File: config.mk
export PLATFORM = sky130hd
export DESIGN_NAME = leve1_axir_arb
export DESIGN_NICKNAME = d
export VERILOG_FILES = /design/src/rtl/leve1_axir_arb_pkg.sv /design/src/rtl/leve1_rr_arb2.sv /design/src/rtl/leve1_axir_arb.sv
export SDC_FILE = /design/constraint.sdc
export NUM_CORES = 1
export LEC_CHECK = 0
export CORE_AREA = 2 2 93 95
export DETAILED_ROUTE_END_ITERATION = 7
export DIE_AREA = 0 0 95 97
export PLACE_DENSITY_LB_ADDON = 0.3
export SETUP_SLACK_MARGIN = 0.05
export SYNTH_ARGS = -nofsm -noshare
export SYNTH_HDL_FRONTEND = slang
export SYNTH_HIERARCHICAL = 1
export SYNTH_SLANG_ARGS = --single-unit
File: constraint.sdc
create_clock -name CLK -period 2.1 [get_ports CLK]
set_input_delay 0.63 -clock CLK [delete_from_list [all_inputs] [get_ports CLK]]
set_output_delay 0.63 -clock CLK [all_outputs]
set_load 0.005 [all_outputs]
File: src/rtl/leve1_axir_arb_pkg.sv
// Shared types for the LEVE1 AXI read-channel arbiter: FSM state encoding
// and the AXI read response codes used by the target.
package leve1_axir_arb_pkg;

    typedef enum logic [2:0] {
        IDLE = 3'd0,
        AR_I = 3'd1,
        AR_D = 3'd2,
        R_I  = 3'd3,
        R_D  = 3'd4
    } state_t;

    localparam logic [1:0] RESP_OKAY   = 2'b00;
    localparam logic [1:0] RESP_SLVERR = 2'b10;

endpackage

File: src/rtl/leve1_rr_arb2.sv
// Two-way round-robin grant. Bit 0 is the I side, bit 1 the D side.
// The grant is combinational from the requests and the last winner; the
// last winner only moves when the caller commits a grant through upd.
module leve1_rr_arb2 (
    input  logic       clk,
    input  logic       rst,
    input  logic [1:0] req,
    input  logic       upd,
    output logic [1:0] gnt
);

    // last = 1 means the D side won most recently; reset favours I on the first tie
    logic last;

    // One-hot grant: a lone requester wins, a tie goes to the side that did not win last
    always_comb begin
        gnt = 2'b00;
        case (req)
            2'b01:   gnt = 2'b01;
            2'b10:   gnt = 2'b10;
            2'b11:   gnt = last ? 2'b01 : 2'b10;
            default: gnt = 2'b00;
        endcase
    end

    // Remember the winner whenever a grant is committed
    always_ff @(posedge clk or posedge rst) begin
        if (rst) begin
            last <= 1'b1;
        end else if (upd && (req != 2'b00)) begin
            last <= gnt[1];
        end
    end

endmodule

File: src/rtl/leve1_axir_arb.sv
// LEVE1 AXI read-channel arbiter: instruction fetch (I) and load unit (D)
// share one target read port. One transaction is outstanding at a time and
// the owner keeps the target from its AR handshake through its RLAST beat.
// Address and read data are steered purely by the registered state, so the
// block adds no buffering and no path from the R channel into the AR channel.
module leve1_axir_arb
    import leve1_axir_arb_pkg::*;
#(
    parameter int AW = 32,
    parameter int DW = 32
) (
    input  logic          CLK,
    input  logic          RST,

    input  logic          I_ARVALID,
    input  logic [AW-1:0] I_ARADDR,
    input  logic [7:0]    I_ARLEN,
    output logic          I_ARREADY,
    output logic          I_RVALID,
    output logic [DW-1:0] I_RDATA,
    output logic [1:0]    I_RRESP,
    output logic          I_RLAST,
    input  logic          I_RREADY,

    input  logic          D_ARVALID,
    input  logic [AW-1:0] D_ARADDR,
    input  logic [7:0]    D_ARLEN,
    output logic          D_ARREADY,
    output logic          D_RVALID,
    output logic [DW-1:0] D_RDATA,
    output logic [1:0]    D_RRESP,
    output logic          D_RLAST,
    input  logic          D_RREADY,

    output logic          M_ARVALID,
    output logic [AW-1:0] M_ARADDR,
    output logic [7:0]    M_ARLEN,
    input  logic          M_ARREADY,
    input  logic          M_RVALID,
    input  logic [DW-1:0] M_RDATA,
    input  logic [1:0]    M_RRESP,
    input  logic          M_RLAST,
    output logic          M_RREADY,

    output logic          GNT_D
);

    state_t     state;
    logic [1:0] req;
    logic [1:0] gnt;
    logic       ar_hs;
    logic       r_done;
    logic       in_r;
    logic       arb_upd;

    assign req    = {D_ARVALID, I_ARVALID};
    assign ar_hs  = M_ARVALID & M_ARREADY;
    assign in_r   = (state == R_I) || (state == R_D);
    // M_RREADY is already zero outside a data phase, so this only fires for the owner's last beat
    assign r_done = M_RVALID & M_RREADY & M_RLAST;
    // Grants are committed from IDLE and at the end of a burst (back-to-back handover)
    assign arb_upd = (state == IDLE) || r_done;

    leve1_rr_arb2 u_rr (
        .clk (CLK),
        .rst (RST),
        .req (req),
        .upd (arb_upd),
        .gnt (gnt)
    );

    // Ownership FSM: grant, address phase, data phase, and direct handover on RLAST
    always_ff @(posedge CLK or posedge RST) begin
        if (RST) begin
            state <= IDLE;
            GNT_D <= 1'b0;
        end else begin
            case (state)
                IDLE: begin
                    if (gnt[1]) begin
                        state <= AR_D;
                        GNT_D <= 1'b1;
                    end else if (gnt[0]) begin
                        state <= AR_I;
                        GNT_D <= 1'b0;
                    end
                end
                AR_I: if (ar_hs) state <= R_I;
                AR_D: if (ar_hs) state <= R_D;
                R_I, R_D: begin
                    if (r_done) begin
                        if (gnt[1]) begin
                            state <= AR_D;
                            GNT_D <= 1'b1;
                        end else if (gnt[0]) begin
                            state <= AR_I;
                            GNT_D <= 1'b0;
                        end else begin
                            state <= IDLE;
                        end
                    end
                end
                default: state <= IDLE;
            endcase
        end
    end

    // Steer AR from the owner and R back to it; everything else is held at zero
    always_comb begin
        M_ARVALID = 1'b0;
        M_ARADDR  = '0;
        M_ARLEN   = '0;
        I_ARREADY = 1'b0;
        D_ARREADY = 1'b0;
        I_RVALID  = 1'b0;
        I_RDATA   = '0;
        I_RRESP   = '0;
        I_RLAST   = 1'b0;
        D_RVALID  = 1'b0;
        D_RDATA   = '0;
        D_RRESP   = '0;
        D_RLAST   = 1'b0;
        M_RREADY  = 1'b0;
        case (state)
            AR_I: begin
                M_ARVALID = I_ARVALID;
                M_ARADDR  = I_ARADDR;
                M_ARLEN   = I_ARLEN;
                I_ARREADY = M_ARREADY;
            end
            AR_D: begin
                M_ARVALID = D_ARVALID;
                M_ARADDR  = D_ARADDR;
                M_ARLEN   = D_ARLEN;
                D_ARREADY = M_ARREADY;
            end
            R_I: begin
                I_RVALID = M_RVALID;
                I_RDATA  = M_RDATA;
                I_RRESP  = M_RRESP;
                I_RLAST  = M_RLAST;
                M_RREADY = I_RREADY;
            end
            R_D: begin
                D_RVALID = M_RVALID;
                D_RDATA  = M_RDATA;
                D_RRESP  = M_RRESP;
                D_RLAST  = M_RLAST;
                M_RREADY = D_RREADY;
            end
            default: ;
        endcase
    end

    // A target beat with no open data phase is a protocol error on the target side
    a_no_spurious_beat: assert property (@(posedge CLK) disable iff (RST) M_RVALID |-> in_r)
        else $error("leve1_axir_arb: M_RVALID asserted with no data phase open");

endmodule

==> Word-level counts from Yosys, hierarchy flattened <==
Cells that the tools add are included.
W data, S select, Z words.
{ "classes": {"n_eq_ne": 11, "muxes": 28, "bitwise_logic": 3, "n_reduce_logical": 8} }
{ "op_table": {"columns": ["operator", "n"], "rows": [
  ["$mux W32", 2],
  ["$pmux W32 S2", 1],
  ["$pmux W8 S2", 1],
  ["$mux W3", 5],
  ["$pmux W3 S4", 1],
  ["$mux W1", 10],
  ["$mux W2", 4],
  ["$eq A3 B2 Y1 const B", 2],
  ["$ne A2 B2 Y1 const B", 3],
  ["$pmux W1 S2", 3],
  ["$pmux W2 S3", 1],
  ["$eq A2 B2 Y1 const B", 2],
  ["$reduce_and A4 Y1", 1],
  ["$reduce_bool A2 Y1", 2],
  ["$and A1 B1 Y1", 3],
  ["$eq A3 B1 Y1 const B", 1],
  ["$eq A3 B3 Y1 const B", 1],
  ["$logic_not A3 Y1", 1],
  ["$ne A3 B3 Y1 const B", 1],
  ["$eq A2 B1 Y1 const B", 1],
  ["$reduce_and A2 Y1", 1],
  ["$reduce_or A2 Y1", 1],
  ["$logic_and A1 B1 Y1", 1],
  ["$logic_or A1 B1 Y1", 1]
]} }
{ "word_totals": {"register_bits": 5, "out_inout_bits": 117, "word_cells": 53} }

==> Depth between registers and ports, before layout <==
{ "depth": {"depth_word": 6, "mapped_depth": 7, "mapped_depth_nobuf": 7} }

==> By module <==
The synthesis kept the hierarchy.
{ "modules_own_cells": {"columns": ["mod", "n_inst", "cells_per_inst", "area_per_inst_um2", "seq_area_each_um2"], "rows": [
  ["leve1_axir_arb", 1, 171, 1282.5, 100.1],
  ["leve1_rr_arb2", 1, 7, 60.1, 26.3]
]} }

==> Worst setup path after synthesis <==
OpenSTA, ideal clock, no wires.
{ "synth_timing": {"path_kind": "reg2out", "startpoint": "register state[2]", "endpoint": "output M_ARADDR[0]", "arrival_ns": 1.214, "required_time_ns": 1.470, "slack_ns": 0.256, "path_stages_with_launch": 5, "path_cell_list": "dfrtp_1 > buf_6 > nor3b_2 > buf_2 > a22o_1"} }
{ "synth_via": {"elab_chain_cells": 2, "word_cells_on_any_way": 3} }
{ "synth_lines": {"columns": ["element", "line_no", "text"], "rows": [
  ["from (decl)", "leve1_axir_arb.sv:48", "state_t state;"],
  ["from (signal assigned)", "leve1_axir_arb.sv:75", "state <= IDLE;"],
  ["from (signal assigned)", "leve1_axir_arb.sv:81", "state <= AR_D;"],
  ["from (signal assigned)", "leve1_axir_arb.sv:84", "state <= AR_I;"],
  ["$eq A3 B2 Y1 or $eq A3 B1 Y1 (tied branches)", "leve1_axir_arb.sv:124", "case (state)"],
  ["$pmux W32 S2 *", "leve1_axir_arb.sv:124", null],
  ["to (decl)", "leve1_axir_arb.sv:36", "output logic [AW-1:0] M_ARADDR,"]
]} }
Mark *: on every way between the ends. The rest lies on a longest branch, timed or not.

==> Final worst setup path <==
{ "layout_timing": {"startpoint": "register state[0]", "endpoint": "output D_RDATA[5]"} }
{ "layout_via": {"elab_chain_cells": 2} }
{ "layout_lines": {"columns": ["element", "line_no", "text"], "rows": [
  ["$eq A3 B3 Y1", "leve1_axir_arb.sv:124", null],
  ["$mux W32", "leve1_axir_arb.sv:124", null],
  ["to (decl)", "leve1_axir_arb.sv:30", "output logic [DW-1:0] D_RDATA,"]
]} }
Every way passes these cells.

==> out/qor.yml <==
postSynthAreaPerCell_um2: 7.542
grt_max_degree: 38
required_ns: 1.47
timing.final.ws_setup_ns: -0.2365
maxCapViolations: 0
hpwl_mm: 6.761
wl_mm: 10.47
clock-sinks: 5
async_reset_ff_frac: 1.000
drive_above_1_share: 0.5823
avgViaCountPerCell: 4.436
synth-xor-area-share: 0
p_leak_nw: 2.465
clkTransAtPathRegs_ns: 0.04
synth-seq-cells: 5
rsz0062_at_grt: "yes"
dpl_cell_area_um2: 3993
cp-end-kind: "output pin"
period_needed_ns: 2.337
die_y_um: 97
syn_nets: 301
regArea_um2: 128.9
io_buffers: 239
clk_latency_ns: 0.22
cts_tree: "built"
max_slew_margin: 0.7912
grt_pass1_vias: 2601
dp.cells: 525
chipWidth_um: 95
power_mw: 5.319
synth_edf_count: 0
dieArea_um2: 9215
cts-htree-levels: 1
synth.area.top_cells: "and2_1 32%, a22o_1 27%, dfrtp_1 7.5%"
final_core_util: 0.6201
drc_errors: 0
synthMuxAreaShare: 0.02610
cts_inserted_buffers: 3
rows: 33
routedWlPerCell_um: 17.37
core_um2: 8134
synthAdderAreaFrac: 0
violations: "setup timing"
gp_congestion: 0.7108
synth_top_area_share: 0.3169
gr-total-overflow: 0
firstDrtPassIters: 5
status: "complete, but fails checks"
critPathLaunchType: "flip-flop"
slew_violations: 0
synth_cell_types: 32
hp-class: "flip-flop to flip-flop"
power_density_nw_per_um2: 1055
final_cell_mix: "120 x clkdlybuf4s50_1, 115 x buf_6, 63 x and2_4, 43 x buf_2, 42 x a22o_1"
fin_area_um2: 5044
via_count: 2675
nets: 622
drt_iter0_drc: 44
finalHoldViolCount: 0
cp_max_fo: 6
groute.usage.overall: 0.1771
synth_top_family_by_area: "simple AND/OR/NAND/NOR gates"
hold_buffers: 0
arrival_ns: 1.71
synth_seq_area_share: 0.09413
synth_area_um2: 1343
pin_count: 240
start_util: 0.1651
clk_path_buf_depth: 2
stdcell_count: 603
fill_cells: 648
fmax_ghz: 0.4280
synth_compound_area_frac: 0.3523
setup_tns_ns: -15.41
tightest_slew_ns: 0.3045
synth-simple-area-share: 0.4436
multi_input_area_um2: 1274
ctsRootBufferMaster: "clkbuf_8"
yosys_warnings: 6
skew_ns: 0.002126
ant_nets: 0
setup_violations: 111
crit_type: "flip-flop to output pin"
antenna_found_initial: 0
synth_top_cell_by_area: "and2_1"
grt_pass1_wl_mm: 12.86
layout.cells.most_common: "clkdlybuf4s50_1"
diodes: 0
finalCritPeriodShare: 1.113
area_growth_pct: 275.7
ir_drop_mv: 0.5391
synth_ff_type: "dfrtp_1"
synthCells: 178
-- metal layers --
| metal | GRT usage | vias to the layer above | share of wire |
|---|---|---|---|
| li1 | - | 1277 | - |
| met1 | 0.1812 | 1224 | 0.35 |
| met2 | 0.3584 | 162 | 0.55 |
| met3 | 0.02960 | 12 | 0.079 |
| met4 | 0.04125 | 0 | 0.016 |
| met5 | 0 | - | 0 |
-- layout make-up --
type                    instances  share of cell area
well taps                     105             0.02605
flip-flops and latches          5             0.02555
multi-input cells             150              0.2525
inverters                       5            0.005210
repair buffers                334              0.6817
clock buffers                   4            0.008931
-- critical path, cell delays in order (launching register included) --
cell	delay, ns
dfrtp_2	0.42
buf_6	0.13
nor3b_4	0.27
buf_4	0.17
clkbuf_16	0.12
and2_1	0.14
clkdlybuf4s15_2	0.23
-- registers in the layout, summed over array words and instances (netlist names) --
register	count
GNT_D	1
state	3
u_rr/last	1
-- stage by stage --
step	hold slack [ns]	setup WS (ns)
2_1_floorplan	0.3961	0.2560
3_3_place_gp	0.5018	-0.3884
3_5_place_dp	0.4976	-0.3785
4_1_cts	0.5103	-0.3854
5_1_grt	0.5429	-0.3096
6_report	0.5084	-0.2365
-- power breakdown --
part / leakage, nW / switching [mW] / internal (mW)
registers: 0.0555 / 0.0491 / 0.153
clock network: 0.0228 / 0.0459 / 0.130
logic: 2.39 / 1.75 / 3.20
total: 2.46 / 1.84 / 3.48
-- logic make-up (layout without fill, tap and decap cells) --
group / Yosys count / count (layout)
DFF: 5 / 5
AOI/OAI and AO/OA: 55 / 55
and+or+nand+nor: 92 / 92
buffers and inverters: 23 / 343
muxes: 3 / 3
-- cells in the mapped netlist (2+ instances only) --
cell type / n
and2_1: 68
a22o_1: 42
buf_2: 8
and2_2: 6
clkbuf_1: 6
inv_1: 5
nand2_1: 5
dfrtp_1: 4
a21boi_0: 3
a21oi_1: 3
nor3_1: 3
a31oi_1: 2
buf_4: 2
mux2i_1: 2
nor2_1: 2
-- path summary, 6_finish.rpt --
kind                            depth (start not counted)  slack, ns  startpoint    endpoint
worst max-delay path                                    6      -0.24    state[0]  D_RDATA[5]
worst min-delay path                                    1       0.51       GNT_D       GNT_D
worst max register to register                          9       0.07    state[0]    state[2]
worst min register to register                          1       0.51       GNT_D       GNT_D
max in group asynchronous                               2       1.30         RST    state[0]
min in group asynchronous                               2       0.64         RST       GNT_D
-- repair_timing --
item | 4_1_cts | 5_1_grt
setup endpoints to repair | 116 | 119
gates cloned | 5 | 10
pin swaps | 32 | 63
gates resized for setup | 365 | 258
buffers inserted | 41 | 28
No activity file was read; power rests on OpenSTA's default activity.
